[src/rtl/restoring_divider.sv]
// Signed 8-bit / 4-bit restoring divider: one quotient bit per cycle on magnitudes,
// signs applied in a final fix-up cycle. Quotient truncates toward zero.
module restoring_divider (
   input  logic       clk,
   input  logic       rstN,
   input  logic [7:0] dividend,
   input  logic [3:0] divisor,
   input  logic       start,
   output logic [7:0] quo,
   output logic [3:0] rem,
   output logic       busy,
   output logic       done,
   output logic       dz,
   output logic       ovf
);

   typedef enum logic [1:0] {IDLE, CALC, FIX, DONE} state_t;

   state_t     state_q, state_d;
   logic [3:0] cnt_q, cnt_d;
   logic [8:0] sh_q, sh_d;      // dividend bits shift out the top, quotient bits shift in
   logic [4:0] dvs_q, dvs_d;
   logic [3:0] pr_q, pr_d;
   logic       sgn_a_q, sgn_a_d;
   logic       sgn_b_q, sgn_b_d;
   logic [7:0] quo_q, quo_d;
   logic [3:0] rem_q, rem_d;
   logic       dz_q, dz_d;
   logic       ovf_q, ovf_d;

   logic [8:0] dvd_ext, dvd_mag;
   logic [4:0] dvs_ext, dvs_mag;
   logic [4:0] shifted;
   logic [5:0] trial;
   logic [7:0] q_mag;
   logic       q_neg;

   // NOTE: every variable gets a default at the top of the block so no path infers a latch.
   always_comb begin
      state_d = state_q;
      cnt_d   = cnt_q;
      sh_d    = sh_q;
      dvs_d   = dvs_q;
      pr_d    = pr_q;
      sgn_a_d = sgn_a_q;
      sgn_b_d = sgn_b_q;
      quo_d   = quo_q;
      rem_d   = rem_q;
      dz_d    = dz_q;
      ovf_d   = ovf_q;

      // Widened magnitudes so that -128 and -8 are representable unsigned.
      dvd_ext = {dividend[7], dividend};
      dvd_mag = dividend[7] ? (~dvd_ext + 9'd1) : dvd_ext;
      dvs_ext = {divisor[3], divisor};
      dvs_mag = divisor[3] ? (~dvs_ext + 5'd1) : dvs_ext;

      shifted = {pr_q, sh_q[7]};
      trial   = {1'b0, shifted} - {1'b0, dvs_q};
      q_mag   = 8'(sh_q);
      q_neg   = sgn_a_q ^ sgn_b_q;

      case (state_q)
         IDLE, DONE: begin
            if (start) begin
               sh_d    = dvd_mag;
               dvs_d   = dvs_mag;
               pr_d    = '0;
               sgn_a_d = dividend[7];
               sgn_b_d = divisor[3];
               cnt_d   = 4'd8;
               quo_d   = '0;
               rem_d   = '0;
               dz_d    = 1'b0;
               ovf_d   = 1'b0;
               if (divisor == 4'd0) begin
                  dz_d    = 1'b1;
                  state_d = DONE;
               end else begin
                  state_d = CALC;
               end
            end
         end
         CALC: begin
            if (!trial[5]) begin
               pr_d = 4'(trial);
               sh_d = {sh_q[7:0], 1'b1};
            end else begin
               pr_d = 4'(shifted);
               sh_d = {sh_q[7:0], 1'b0};
            end
            cnt_d = cnt_q - 4'd1;
            if (cnt_q == 4'd1) state_d = FIX;
         end
         FIX: begin
            quo_d   = q_neg ? (~q_mag + 8'd1) : q_mag;
            rem_d   = sgn_a_q ? (~pr_q + 4'd1) : pr_q;
            // A positive quotient of magnitude 128 only arises from -128 / -1.
            ovf_d   = ~q_neg & q_mag[7];
            state_d = DONE;
         end
         default: state_d = IDLE;
      endcase
   end

   // NOTE: sequential state uses non-blocking assignments so all flops update together.
   always_ff @(posedge clk or negedge rstN) begin
      if (!rstN) begin
         state_q <= IDLE;
         cnt_q   <= '0;
         sh_q    <= '0;
         dvs_q   <= '0;
         pr_q    <= '0;
         sgn_a_q <= 1'b0;
         sgn_b_q <= 1'b0;
         quo_q   <= '0;
         rem_q   <= '0;
         dz_q    <= 1'b0;
         ovf_q   <= 1'b0;
      end else begin
         state_q <= state_d;
         cnt_q   <= cnt_d;
         sh_q    <= sh_d;
         dvs_q   <= dvs_d;
         pr_q    <= pr_d;
         sgn_a_q <= sgn_a_d;
         sgn_b_q <= sgn_b_d;
         quo_q   <= quo_d;
         rem_q   <= rem_d;
         dz_q    <= dz_d;
         ovf_q   <= ovf_d;
      end
   end

   assign quo  = quo_q;
   assign rem  = rem_q;
   assign dz   = dz_q;
   assign ovf  = ovf_q;
   assign busy = (state_q == CALC) || (state_q == FIX);
   assign done = (state_q == DONE);

endmodule

[config.mk]
export PLATFORM = sky130hd
export DESIGN_NAME = restoring_divider
export DESIGN_NICKNAME = d
export VERILOG_FILES = /design/src/rtl/restoring_divider.sv
export SDC_FILE = /design/constraint.sdc
export NUM_CORES = 1
export LEC_CHECK = 0
export BUFFER_PORTS_ARGS = -buffer_cell sky130_fd_sc_hd__buf_2
export CORE_UTILIZATION = 55
export DETAILED_ROUTE_END_ITERATION = 10
export PLACE_DENSITY = 0.77
export SYNTH_ARGS = -nofsm -noshare
export SYNTH_HDL_FRONTEND = slang
export SYNTH_SLANG_ARGS = --single-unit
export TNS_END_PERCENT = 1
[constraint.sdc]
create_clock -name clk -period 1.94 [get_ports clk]
set_input_delay 0.097 -clock clk [delete_from_list [all_inputs] [get_ports clk]]
set_output_delay 0.097 -clock clk [all_outputs]
set_load 0.03 [all_outputs]
==> results of run 1 <==
==> path summary, 6_finish.rpt <==
path / to / from
worst max-delay path: pr_q[0] / pr_q[1]
worst min-delay path: dvs_q[4] / start
worst max register to register: pr_q[0] / pr_q[1]
max in group asynchronous: dvs_q[4] / rstN
worst min register to register: quo[5] / quo[5]
min in group asynchronous: quo[7] / rstN
==> repair_timing <==
action                     in CTS  in global routing
resized for setup               0                  1
setup endpoints to repair       0                 10
hold buffers                    1                  0
hold endpoints to repair       39                  0
==> critical path: cells and delay by family, from the launching register on <==
family	cells	cell delay [ns]
compound gates	4	0.77
flops	1	0.43
fa+ha+maj	1	0.33
mux	1	0.12
==> where the power goes <==
group | switching, mW | leakage [nW] | total [mW] | internal [mW]
Sequential | 0.282 | 0.500 | 1.41 | 1.13
Clock | 0.295 | 0.0612 | 0.711 | 0.416
Combinational | 1.41 | 0.736 | 2.43 | 1.01
Total | 1.99 | 1.30 | 4.55 | 2.56
==> state kept, by name, summed over array words and instances, names as in the netlist <==
signal / count
dvs_q: 5
quo: 8
sgn_b_q: 1
dz: 1
pr_q: 4
rem: 4
sgn_a_q: 1
state_q: 2
sh_q: 8
cnt_q: 4
ovf: 1
==> synth_stat cells, types with 2 or more instances <==
master	instances
buf_2	4
mux2i_1	10
inv_1	21
o21ai_1	3
clkbuf_1	4
a21oi_1	12
nor2b_1	3
nand2_1	35
ha_1	15
xor2_1	6
nand3_1	3
o31ai_1	2
nor2_1	16
nor3_1	2
o21ai_0	30
nand2b_1	3
a21boi_0	3
or2_2	2
xnor2_1	10
dfrtp_1	39
mux2_2	3
==> routing by layer <==
layer	vias up	wire [µm]	share of wire	global-route usage
met4	0	96	0.023	0.1064
met5	-	0	0	0
met3	10	140	0.033	0.04483
li1	910	-	-	-
met1	825	1934	0.46	0.2617
met2	40	2058	0.49	0.3916
==> cells by family after synthesis <==
family	synth area share
buffers and inverters	0.04995
DFF	0.4281
xor gates and xnor gates	0.06861
and+or+nand+nor	0.1361
adders and majority gates	0.09111
AOI/OAI and AO/OA	0.1674
muxes	0.05873
==> metrics by stage <==
step | utilization | power [mW] | area (µm²)
6_report | 0.6612 | 4.550 | 2645
5_1_grt | 0.6612 | 4.936 | 2645
4_1_cts | 0.6612 | 4.590 | 2645
3_5_place_dp | 0.6293 | 3.861 | 2517
3_3_place_gp | 0.6293 | 3.783 | 2517
2_1_floorplan | - | 3.241 | 2280
==> area by class of cell <==
cell class                 count  area, µm²  share of cell area
multi-input combinational    178       1190              0.4499
sequential                    39      975.9              0.3690
timing repair buffer          39      220.2             0.08325
clock buffer                   6      82.58             0.03122
inverter                      21      78.83             0.02980
tap                           50      62.56             0.02365
clock inverter                 2      35.03             0.01325
==> results.json, run 1 <==
{
  "die_y_um": 66.38,
  "dp_slack_ns": 0.1663,
  "crit_type": "reg2reg",
  "relSlewSlack": 0.4358,
  "place_congestion": 0.7737,
  "crit_slowest_cell": "dfrtp_1",
  "cts_buffer_depth": 2,
  "grt_pass1_vias": 1722,
  "yosysTopAreaCell": "dfrtp_1",
  "cts.sinks": 39,
  "cap_violations": 0,
  "period_needed_ns": 1.766,
  "cts_setup_buffers": 0,
  "final-setup-viol-count": 0,
  "pwr_density_cell_nw_per_um2": 1720,
  "gr-total-overflow": 0,
  "grt_max_degree": 40,
  "tightest_slew_ns": 0.8463,
  "dp_hpwl_mm": 3.278,
  "post_synth.cell_area_avg_um2": 9.267,
  "irDropWorstVdd_v": 0.0009959,
  "grt_pass1_wl_mm": 7.320,
  "cp-start-kind": "flip-flop",
  "ys_seq_area_frac": 0.4281,
  "hold_violations": 0,
  "reg2reg_setup_slack_ns": 0.17,
  "reg2reg_depth": 6,
  "dr.pass1.iters": 8,
  "cellLeakagePower_nw": 1.296,
  "clock.fmax_ghz": 0.5662,
  "antenna_found_initial": 0,
  "ys_ff_latch": 39,
  "area_delta_synth_final_pct": 16.03,
  "synthCells": 246,
  "yosysWarnings": 0,
  "hold_slack_ns": 0.07785,
  "die_area_um2": 4406,
  "clockRootBuffer": "clkbuf_8",
  "vias": 1785,
  "totalWireLength_mm": 4.229,
  "synth_top_area_frac": 0.4281,
  "boundaryPins": 31,
  "wl_per_cell_um": 12.62,
  "drc": 2,
  "cp_slowest_stage_delay_ns": 0.43,
  "skew_ns": 0.005622,
  "die_x_um": 66.38,
  "start_util": 0.5699,
  "slew_viol_final": 0,
  "coreArea_um2": 4000,
  "hold_class": "in2reg",
  "outcome": "complete, but fails checks",
  "synth_flop_cell": "dfrtp_1",
  "final_common_cell": "dfrtp_1",
  "num_antenna_cells": 0,
  "ant_nets": 0,
  "tns_ns": 0,
  "final_cells": 335,
  "place.port_buffers": 30,
  "rsz0062_at_grt": "false",
  "grt_usage": 0.2246,
  "cts_buffers": 5,
  "synth_nets": 277,
  "arrival_ns": 1.95,
  "endpoint_kind": "flip-flop",
  "synth_area_leaders": "dfrtp_1 43%, ha_1 8.2%, o21ai_0 6.6%, nand2_1 5.8%, mux2i_1 4.4%",
  "h-tree-depth": 2,
  "synth-edff-count": 0,
  "ys_async_sr_fraction": 1.000,
  "post_route_cells_drive_above_1_share": 0.1930,
  "fin_crit_sh": 0.9104,
  "clk_pin_slew_ns": 0.07,
  "rows": 23,
  "worst_ep_required_time_ns": 2.13,
  "final.fill_count": 336,
  "clk_latency_ns": 0.30,
  "via_per_inst": 5.328,
  "violations": "DRC",
  "layout_common_cells": "39 x dfrtp_1, 35 x nand2_1, 30 x o21ai_0, 30 x buf_2, 21 x inv_1",
  "synth.distinct_cells": 41,
  "path_cells": "ha_1 -> o21ai_0 -> a21oi_1 -> o22ai_2 -> mux2i_1 -> a32o_1",
  "dpl.cell_count": 326,
  "hold_depth": 2,
  "path_max_fanout": 6,
  "setup_slack_ns": 0.1739,
  "syn-cell-area_um2": 2280,
  "cts_tree": "yes",
  "final_nets": 315,
  "drt_iter0_markers": 85
}
No activity file was read; power rests on OpenSTA's default activity.
==> run 2, diff against run 1 <==
--- a/config.mk
+++ b/config.mk
@@ -6,6 +6,9 @@
 export NUM_CORES = 1
 export LEC_CHECK = 0
 export BUFFER_PORTS_ARGS = -buffer_cell sky130_fd_sc_hd__buf_2
+export CAP_MARGIN = 20
+export CORE_ASPECT_RATIO = 0.6
+export CORE_MARGIN = 2
 export CORE_UTILIZATION = 55
 export DETAILED_ROUTE_END_ITERATION = 10
 export PLACE_DENSITY = 0.77
==> results.json, run 2 (same netlist as run 1, synthesis figures left out) <==
{
  "outcome": "completed",
  "vias": 1767,
  "final_cells": 333,
  "start_util": 0.5623,
  "grt_pass1_vias": 1572,
  "reg2reg_setup_slack_ns": 0.12,
  "layout_common_cells": "39 x dfrtp_1, 35 x nand2_1, 30 x o21ai_0, 30 x buf_2, 21 x inv_1",
  "drc": 0,
  "rr_endpoint": "pr_q[0]",
  "final.fill_count": 323,
  "place_congestion": 0.8565,
  "p_seq_frac": 0.320,
  "dpl.cell_count": 324,
  "h-tree-depth": 2,
  "cp-start-kind": "flip-flop",
  "cts_setup_buffers": 0,
  "switching_power_mw": 2.037,
  "boundaryPins": 31,
  "skew_ns": 0.006953,
  "p_int_mw": 2.402,
  "die_y_um": 53.87,
  "grt_pass1_wl_mm": 7.320,
  "rsz0062_at_grt": "false",
  "gr-total-overflow": 0,
  "p_comb_frac": 0.555,
  "endpoint_kind": "flip-flop",
  "ant_nets": 0,
  "hold_class": "in2reg",
  "relSlewSlack": 0.4116,
  "tightest_slew_ns": 0.8826,
  "clk_pin_slew_ns": 0.08,
  "antenna_found_initial": 0,
  "final_nets": 313,
  "path_max_fanout": 6,
  "final_common_cell": "dfrtp_1",
  "irDropWorstVdd_v": 0.0008961,
  "cellLeakagePower_nw": 1.271,
  "coreArea_um2": 4054,
  "power_frac_clock": 0.125,
  "dp_slack_ns": 0.1295,
  "slew_viol_final": 0,
  "cts_tree": "yes",
  "die_area_um2": 4693,
  "area_delta_synth_final_pct": 14.65,
  "cts_buffers": 5,
  "die_x_um": 87.12,
  "clockRootBuffer": "clkbuf_8",
  "num_antenna_cells": 0,
  "place.port_buffers": 30,
  "crit_type": "reg2reg",
  "cts.sinks": 39,
  "period_needed_ns": 1.820,
  "final-setup-viol-count": 0,
  "worstHoldStart": "start",
  "holdPathEnd": "dvs_q[4]",
  "swShare": 0.4590,
  "drt_iter0_markers": 100,
  "pwr_density_cell_nw_per_um2": 1698,
  "reg2reg_depth": 6,
  "cts_buffer_depth": 2,
  "clock.fmax_ghz": 0.5496,
  "r2r_start": "pr_q[1]",
  "dr.pass1.iters": 4,
  "grt_usage": 0.2090,
  "clk_latency_ns": 0.29,
  "tns_ns": 0,
  "hold_violations": 0,
  "totalWireLength_mm": 4.535,
  "grt_max_degree": 40,
  "wl_per_cell_um": 13.62,
  "hold_depth": 2,
  "arrival_ns": 2.00,
  "cap_violations": 0,
  "post_route_cells_drive_above_1_share": 0.1873,
  "fin_crit_sh": 0.9380,
  "rows": 18,
  "hold_slack_ns": 0.08922,
  "via_per_inst": 5.306,
  "dp_hpwl_mm": 3.376,
  "setup_slack_ns": 0.1204,
  "worst_ep_required_time_ns": 2.13,
  "utilization": 0.6448
}
==> run 2: worst max-delay path, cell delays in order (launching register included) <==
cell	delay, ns
dfrtp_1	0.44
ha_1	0.34
o21ai_0	0.18
a21oi_1	0.07
o22ai_2	0.30
mux2i_1	0.13
a32o_1	0.26
==> run 2: per-stage QoR <==
| step | instance area [µm²] | total power [mW] |
|---|---|---|
| 2_1_floorplan | 2280 | 3.241 |
| 3_3_place_gp | 2515 | 3.819 |
| 3_5_place_dp | 2515 | 3.906 |
| 4_1_cts | 2614 | 4.465 |
| 5_1_grt | 2614 | 4.841 |
| 6_report | 2614 | 4.439 |
==> run 2: power by group through the flow <==
stage | sequential, mW | combinational, mW | clock [mW]
6_report | 1.42 | 2.46 | 0.553
5_1_grt | 1.47 | 2.77 | 0.605
4_1_cts | 1.42 | 2.48 | 0.567
3_5_place_dp | 1.43 | 2.47 | 0
3_3_place_gp | 1.42 | 2.40 | 0
2_1_floorplan | 1.58 | 1.67 | 0
==> run 2: worst max-delay path by stage <==
stage	startpoint	endpoint	slack [ns]	cells past startpoint
global placement	pr_q[1]	pr_q[0]	0.18	6
floorplan	state_q[0]	sh_q[7]	0.20	7
CTS	pr_q[1]	pr_q[0]	0.12	6
finish	pr_q[1]	pr_q[0]	0.12	6
global route	pr_q[1]	pr_q[0]	0.005	6
detailed placement	pr_q[1]	pr_q[0]	0.13	6
==> run 2: metal layers <==
metal	GRT usage	share of wire	wire (µm)	up-vias
li1	-	-	-	909
met1	0.3045	0.56	2542	825
met2	0.3066	0.40	1814	29
met3	0.06442	0.035	160	4
met4	0.04615	0.0042	19	0
met5	0	0	0	-
==> run 2: cell type report <==
cell class,count,area [µm²],share of cell area
clock buffer,5,68.82,0.02633
clock inverter,3,20.02,0.007659
inverter,21,78.83,0.03016
multi-input combinational,178,1190,0.4552
sequential,39,975.9,0.3734
tap,50,62.56,0.02393
timing repair buffer,37,217.7,0.08329
==> run 2: repair_timing <==
item                      in CTS  in global routing
hold buffers                   1                  0
hold endpoints to repair      39                  0
resized for setup              0                  0
==> run 3, diff against run 2 <==
==> constraint.sdc (replaced) <==
create_clock -name clk -period 1.94 [get_ports clk]
set_input_delay 0.388 -clock clk [delete_from_list [all_inputs] [get_ports clk]]
set_output_delay 0.388 -clock clk [all_outputs]
set_load 0.03 [all_outputs]
==> results.json, run 3 (same netlist as run 1, synthesis figures left out) <==
{
  "cap_violations": 0,
  "dp_hpwl_mm": 3.516,
  "die_area_um2": 4693,
  "period_needed_ns": 1.855,
  "vias": 1826,
  "cts_setup_buffers": 0,
  "die_y_um": 53.87,
  "final_common_cell": "dfrtp_1",
  "ant_nets": 0,
  "gr-total-overflow": 0,
  "startpoint": "state_q[1]",
  "grt_pass1_wl_mm": 7.541,
  "clk_latency_ns": 0.30,
  "cellLeakagePower_nw": 1.271,
  "via_per_inst": 5.483,
  "rows": 18,
  "holdBufCountCts": 0,
  "place.port_buffers": 30,
  "final_area_um2": 2611,
  "r2r_start": "pr_q[1]",
  "boundaryPins": 31,
  "start_util": 0.5623,
  "dr.pass1.iters": 4,
  "cp-start-kind": "flip-flop",
  "cts.sinks": 39,
  "grt_max_degree": 40,
  "num_antenna_cells": 0,
  "area_delta_synth_final_pct": 14.54,
  "slew_viol_final": 0,
  "coreArea_um2": 4054,
  "tns_ns": 0,
  "grt_usage": 0.2197,
  "relSlewSlack": 0.6739,
  "clock.fmax_ghz": 0.5392,
  "endpoint": "busy",
  "reg2reg_depth": 6,
  "pwr_density_cell_nw_per_um2": 1709,
  "wl_per_cell_um": 14.02,
  "final.fill_count": 343,
  "clockRootBuffer": "clkbuf_8",
  "crit_type": "reg2out",
  "antenna_found_initial": 0,
  "fin_crit_sh": 0.9560,
  "worst_ep_required_time_ns": 1.55,
  "drt-met1-wl_mm": 2.482,
  "drt_iter0_markers": 113,
  "rr_endpoint": "pr_q[0]",
  "post_route_cells_drive_above_1_share": 0.1908,
  "totalWireLength_mm": 4.667,
  "irDropWorstVdd_v": 0.0009205,
  "path_max_fanout": 5,
  "hold_violations": 0,
  "arrival_ns": 1.47,
  "grt_pass1_vias": 1551,
  "highest_layer": "met4",
  "tightest_slew_ns": 0.4892,
  "place_congestion": 0.8383,
  "cts_buffer_depth": 2,
  "layout_common_cells": "39 x dfrtp_1, 35 x nand2_1, 30 x o21ai_0, 30 x buf_2, 21 x inv_1",
  "die_x_um": 87.12,
  "reg2reg_setup_slack_ns": 0.09,
  "outcome": "completed",
  "seq_area_um2": 975.9,
  "clk_pin_slew_ns": 0.08,
  "skew_ns": 0.004059,
  "cts_resized": 0,
  "endpoint_kind": "output port",
  "final-setup-viol-count": 0,
  "multi_input_area_um2": 1190,
  "cts_buffers": 5,
  "drc": 0,
  "rsz0062_at_grt": "false",
  "placed_cell_area_um2": 2522,
  "hold_class": "in2async",
  "wl_met3_um": 238,
  "final_nets": 313,
  "h-tree-depth": 2,
  "met2_length_mm": 1.922,
  "cts_tree": "yes"
}
-- run 3: layout make-up --
class / instances / share of cell area
Multi-Input combinational cell: 178 / 0.4557
Timing Repair Buffer: 37 / 0.08241
Clock inverter: 3 / 0.007667
Clock buffer: 5 / 0.02635
Inverter: 21 / 0.03019
Sequential cell: 39 / 0.3737
Tap cell: 50 / 0.02396
-- run 3: per-layer routing --
| metal | track usage | up-vias |
|---|---|---|
| met3 | 0.05675 | 4 |
| met5 | 0 | - |
| li1 | - | 903 |
| met1 | 0.3221 | 881 |
| met4 | 0.07949 | 0 |
| met2 | 0.3142 | 38 |
-- run 3: through the flow --
step                      hold slack (ns)  setup slack, ns  utilization  power (mW)  std cells
after floorplan                   0.09241           0.2032            -       3.241        246
after global placement             0.4585           0.1998       0.6222       3.827        325
after detailed placement           0.4684          0.09498       0.6222       3.932        325
after CTS                          0.1439          0.08450       0.6441       4.485        333
after global routing               0.1847          0.01169       0.6441       4.848        333
final                              0.1326          0.08533       0.6441       4.462        333
-- run 3: worst min path at each step --
stage	slack, ns	from	endpoint
final	0.13	rstN	rem[3]
after global routing	0.18	rstN	rem[3]
after CTS	0.14	rstN	rem[3]
after detailed placement	0.47	rstN	rem[2]
after global placement	0.46	quo[2]	quo[2]
after floorplan	0.09	rstN	cnt_q[0]
-- run 3: where the power goes --
part	switching (mW)	total, mW	internal, mW
registers	0.289	1.42	1.13
logic	1.46	2.49	1.03
clock network	0.301	0.551	0.250
-- run 3: worst max-delay path, cell delays in order, from the launching register on --
cell and delay [ns]:
dfrtp_1 0.42, ha_1 0.35, inv_1 0.17, buf_2 0.23
